==> src/rtl/cus19_boot_loader_pkg.sv <==
// Shared cus19 definitions: loader state encoding and image-format constants.
package cus19_boot_loader_pkg;

    typedef enum logic [3:0] {
        HDR_HI,
        HDR_LO,
        B0,
        B1,
        B2,
        WRITE,
        CHK,
        DONE,
        ERR
    } loader_state_t;

    localparam int HDR_BYTES   = 2;
    localparam int INSTR_BYTES = 3;

    // States in which the loader is willing to take a byte from the link.
    function automatic logic accepts_byte(input loader_state_t s);
        return (s inside {HDR_HI, HDR_LO, B0, B1, B2, CHK});
    endfunction

endpackage

==> src/rtl/cus19_boot_loader.sv <==
// Serial boot loader for the cus19 core: receives an image over a byte link,
// writes it into instruction memory, verifies an XOR checksum and releases
// the core from reset once the image is accepted.
module cus19_boot_loader
    import cus19_boot_loader_pkg::*;
#(
    parameter int PC_Width    = 11,
    parameter int Instr_Width = 19
) (
    input  logic                   cus19_clk_in,
    input  logic                   cus19_rst_in,
    input  logic [7:0]             rx_data_in,
    input  logic                   rx_valid_in,
    output logic                   rx_ready_out,
    output logic                   im_wr_en_out,
    output logic [PC_Width-1:0]    im_wr_addr_out,
    output logic [Instr_Width-1:0] im_wr_data_out,
    output logic                   cpu_rst_out,
    output logic                   load_done_out,
    output logic                   err_out
);

    localparam int          CNT_W = PC_Width + 1;
    localparam logic [16:0] MAX_N = 17'(1) << PC_Width;

    loader_state_t        state;
    loader_state_t        state_next;
    logic [7:0]           hdr_hi_q;
    logic [15:0]          n_q;
    logic [2:0]           b0_q;
    logic [7:0]           b1_q;
    logic [7:0]           xor_q;
    logic [PC_Width-1:0]  addr_q;
    logic [CNT_W-1:0]     cnt_q;
    logic                 accept;
    logic [16:0]          n_hdr;
    logic [16:0]          written_next;

    // Ready is gated by reset so the link sees a stalled loader while held in reset.
    assign rx_ready_out  = cus19_rst_in && accepts_byte(state);
    assign accept        = rx_valid_in && rx_ready_out;
    assign n_hdr         = {1'b0, hdr_hi_q, rx_data_in};
    assign written_next  = 17'(cnt_q) + 17'd1;

    assign im_wr_en_out  = (state == WRITE);
    assign cpu_rst_out   = (state != DONE);
    assign load_done_out = (state == DONE);
    assign err_out       = (state == ERR);

    // State register.
    always_ff @(posedge cus19_clk_in or negedge cus19_rst_in) begin
        if (!cus19_rst_in) begin
            state <= HDR_HI;
        end else begin
            state <= state_next;
        end
    end

    // Next-state decode; byte-consuming states advance only on a handshake.
    always_comb begin
        state_next = state;
        case (state)
            HDR_HI: if (accept) state_next = HDR_LO;
            HDR_LO: begin
                if (accept) begin
                    if (n_hdr == 17'd0 || n_hdr > MAX_N) begin
                        state_next = ERR;
                    end else begin
                        state_next = B0;
                    end
                end
            end
            B0:     if (accept) state_next = B1;
            B1:     if (accept) state_next = B2;
            B2:     if (accept) state_next = WRITE;
            WRITE:  state_next = (written_next < {1'b0, n_q}) ? B0 : CHK;
            CHK: begin
                if (accept) begin
                    state_next = (rx_data_in == xor_q) ? DONE : ERR;
                end
            end
            DONE:   state_next = DONE;
            ERR:    state_next = ERR;
            default: state_next = HDR_HI;
        endcase
    end

    // Datapath: header capture, instruction assembly, write port, counters and checksum.
    always_ff @(posedge cus19_clk_in or negedge cus19_rst_in) begin
        if (!cus19_rst_in) begin
            hdr_hi_q       <= '0;
            n_q            <= '0;
            b0_q           <= '0;
            b1_q           <= '0;
            xor_q          <= '0;
            addr_q         <= '0;
            cnt_q          <= '0;
            im_wr_addr_out <= '0;
            im_wr_data_out <= '0;
        end else begin
            if (accept && state != CHK) begin
                xor_q <= xor_q ^ rx_data_in;
            end
            case (state)
                HDR_HI: if (accept) hdr_hi_q <= rx_data_in;
                HDR_LO: if (accept) n_q <= {hdr_hi_q, rx_data_in};
                B0:     if (accept) b0_q <= rx_data_in[2:0];
                B1:     if (accept) b1_q <= rx_data_in;
                B2: begin
                    if (accept) begin
                        im_wr_data_out <= Instr_Width'({b0_q, b1_q, rx_data_in});
                        im_wr_addr_out <= addr_q;
                    end
                end
                WRITE: begin
                    cnt_q <= cnt_q + CNT_W'(1);
                    if (addr_q != '1) begin
                        addr_q <= addr_q + PC_Width'(1);
                    end
                end
                default: ;
            endcase
        end
    end

endmodule

==> config.mk <==
export PLATFORM = sky130hd
export DESIGN_NAME = cus19_boot_loader
export DESIGN_NICKNAME = d
export VERILOG_FILES = /design/src/rtl/cus19_boot_loader_pkg.sv /design/src/rtl/cus19_boot_loader.sv
export SDC_FILE = /design/constraint.sdc
export NUM_CORES = 1
export LEC_CHECK = 0
export CAP_MARGIN = 20
export CORE_ASPECT_RATIO = 0.5
export CORE_MARGIN = 8
export CORE_UTILIZATION = 50
export DETAILED_ROUTE_END_ITERATION = 8
export PLACE_DENSITY = 0.71
export SLEW_MARGIN = 20
export SYNTH_ARGS = -nofsm -noshare
export SYNTH_HDL_FRONTEND = slang
export SYNTH_SLANG_ARGS = --single-unit
export TNS_END_PERCENT = 50
==> constraint.sdc <==
create_clock -name cus19_clk_in -period 6 [get_ports cus19_clk_in]
set_input_delay 0.6 -clock cus19_clk_in [delete_from_list [all_inputs] [get_ports cus19_clk_in]]
set_output_delay 0.6 -clock cus19_clk_in [all_outputs]
set_load 0.1 [all_outputs]
==> impl_metrics.env <==
export IMPL_seq_area_frac_synth_pct=54.0
export IMPL_num_vias=2933
export IMPL_rsz0062_at_grt="no"
export IMPL_gp_congestion=0.876
export IMPL_fin_tns_setup_ns=0
export IMPL_ant_nets=0
export IMPL_p_total_uw=2950
export IMPL_synthArstFlopShare_pct=100
export IMPL_fillers=695
export IMPL_synth_distinct_cells=44
export IMPL_cp_end_kind="output port"
export IMPL_grt_met2_usage_pct=25.0
export IMPL_slew_viol_final=0
export IMPL_synth_cells=372
export IMPL_hold_viol_final=0
export IMPL_start_kind="flop"
export IMPL_dp_hpwl_um=6720
export IMPL_areaGrowthSynthToFinish_pct=18.9
export IMPL_postCtsSetupBuffers=0
export IMPL_drtIter0Drc=124
export IMPL_critPathKind="flop to output port"
export IMPL_clk_pin_slew_worst_paths_ns=0.07
export IMPL_multiInputGateArea_mm2=0.00201
export IMPL_pin_count=46
export IMPL_diodes=0
export IMPL_synth_edf_count=0
export IMPL_tightest_slew_ns=0.989
export IMPL_row_count=24
export IMPL_grt_util_met3_pct=4.24
export IMPL_cts_tree="yes"
export IMPL_cts_root_buf="clkbuf_16"
export IMPL_finalInstanceArea_mm2=0.00550
export IMPL_grt_pass1_vias=3172
export IMPL_die_area_mm2=0.0128
export IMPL_hold_buffers=0
export IMPL_ys_ff_latch=100
export IMPL_vdd_drop_max_v=0.000503
export IMPL_critPathMaxFanout=11
export IMPL_wl_per_cell_um=17.4
export IMPL_core_mm2=0.00886
export IMPL_crit_required_ns=5.40
export IMPL_cts_made_buffers=9
export IMPL_fin_worst_skew_ns=0.00519
export IMPL_grt_util_met1_pct=19.2
export IMPL_ys_warn_count=0
export IMPL_cts_resized=0
export IMPL_placed_cells=525
export IMPL_final_common_cell="dfrtp_1"
export IMPL_antenna_found_initial=0
export IMPL_finalSetupViolCount=0
export IMPL_dr_pass1_iters=4
export IMPL_worstSkewPairLatency_ns=0.34
export IMPL_outcome="finished, final reports clean"
export IMPL_final_cell_mix="100 x dfrtp_1, 62 x mux2_2, 44 x clkdlybuf4s50_1"
export IMPL_die_h_um=84.1
export IMPL_fmax_ghz=0.270
export IMPL_busiest_layer="met2"
export IMPL_regArea_mm2=0.00250
export IMPL_cts_max_path_buffers=2
export IMPL_initial_utilization_pct=52.3
export IMPL_gr_usage_all_layers_pct=15.3
export IMPL_syn_cell_area_mm2=0.00463
export IMPL_vias_per_cell=5.42
export IMPL_drive_above_1_share_pct=21.2
export IMPL_io_buffer_count=45
export IMPL_cts_sinks=100
export IMPL_grt_first_pass_wirelength_um=15800
export IMPL_p_per_area_mw_per_mm2=535
export IMPL_synth_ff_type="dfrtp_1"
export IMPL_grt_max_degree=70
export IMPL_placed_area_mm2=0.00519
export IMPL_avgSynthCellArea_um2=12.4
export IMPL_htreeDepth=3
export IMPL_nNetsFinal=444
export IMPL_syn_num_nets=397
export IMPL_fin_crit_sh_pct=61.8
export IMPL_fin_cells=541
export IMPL_slew_headroom_pct=33.9
export IMPL_arrival_ns=3.11
export IMPL_totalWireLength_um=9390
export IMPL_gr_total_overflow=0
export IMPL_cellLeakagePower_uw=0.00251
export IMPL_hold_class="input port to asynchronous set/reset pin"
export IMPL_fp_dieW_um=152
export IMPL_drc=0
export IMPL_maxCapViolCount=0
export IMPL_post_route_min_period_ns=3.71
-- sequential cells by signal (all words and copies together), names as in the netlist --
register and count:
addr_q 11, b0_q 3, b1_q 8, cnt_q 12, hdr_hi_q 8, im_wr_addr_out 11, im_wr_data_out 19, n_q 16
state 4, xor_q 8
-- logic make-up (layout without fill, tap and decap cells) --
group | count (synthesis) | after routing | synth area share (%)
AO/OA/AOI/OAI | 27 | 27 | 4.51
XOR/XNOR | 46 | 46 | 8.70
adder cells (fa/ha/maj) | 14 | 14 | 3.78
buffers and inverters | 28 | 80 | 2.67
flip-flops | 100 | 100 | 54.0
multiplexers | 67 | 67 | 16.3
AND/OR/NAND/NOR | 90 | 90 | 10.0
-- Yosys cell counts (2+ instances only) --
| cell type | instances | area [um^2] |
|---|---|---|
| a21oi_1 | 8 | 40.0 |
| a311o_2 | 2 | 22.5 |
| a31oi_1 | 2 | 12.5 |
| and2_1 | 2 | 12.5 |
| and3_1 | 5 | 31.3 |
| and4_1 | 2 | 17.5 |
| buf_2 | 9 | 45.0 |
| dfrtp_1 | 100 | 2500 |
| ha_1 | 14 | 175 |
| inv_1 | 16 | 60.1 |
| mux2_1 | 4 | 45.0 |
| mux2_2 | 62 | 698 |
| nand2_1 | 37 | 139 |
| nand3_1 | 10 | 50.1 |
| nand4_1 | 2 | 12.5 |
| nor2_1 | 14 | 52.6 |
| nor3_1 | 2 | 10.0 |
| nor3b_1 | 2 | 15.0 |
| nor4_1 | 6 | 37.5 |
| nor4_2 | 2 | 25.0 |
| o21ai_0 | 4 | 20.0 |
| xnor2_1 | 23 | 201 |
| xor2_1 | 23 | 201 |
-- worst max-delay path, stage by stage, from the launching register on --
cell and delay (ns):
dfrtp_1 0.50, nand4bb_1 0.66, clkinv_1 0.40, clkdlybuf4s50_1 1.20
-- through the flow --
step           util, %  hold slack, ns  worst slack (ns)
5_1_grt           62.1           0.201              2.16
2_1_floorplan        -           0.304              2.47
3_5_place_dp      58.5           0.470              2.66
6_report          62.1           0.193              2.29
3_3_place_gp      58.5           0.463              2.68
4_1_cts           62.1           0.190              2.23
-- power by group --
group / switching (uW) / internal, uW / total (uW) / leakage (uW)
Sequential: 191 / 916 / 1110 / 0.00129
Clock: 264 / 344 / 608 / 0.000158
Combinational: 814 / 417 / 1230 / 0.00107
-- routing by layer --
metal	part of all wire, %	routed length [um]	vias up
met4	0.75	70	0
met2	48	4500	43
met5	0	0	-
li1	-	-	1387
met1	47	4410	1498
met3	4.3	404	5
-- path summary, 6_finish.rpt --
check	from	end	slack, ns	depth (start not counted)
worst max-delay path	state[3]	im_wr_en_out	2.29	3
worst min-delay path	cus19_rst_in	im_wr_data_out[7]	0.19	1
worst max register to register	cnt_q[0]	state[2]	3.28	10
worst min register to register	b1_q[4]	b1_q[4]	0.49	1
max in group asynchronous	cus19_rst_in	state[2]	4.59	2
min in group cus19_clk_in	b1_q[4]	b1_q[4]	0.49	1
-- final cells by class --
class	count	share of cell area [%]
multi-input combinational	244	36.5
timing repair buffer	47	8.41
inverter	17	1.16
tap	117	2.66
clock inverter	6	1.43
clock buffer	10	4.34
sequential	100	45.5
No activity file was read; power rests on OpenSTA's default activity.
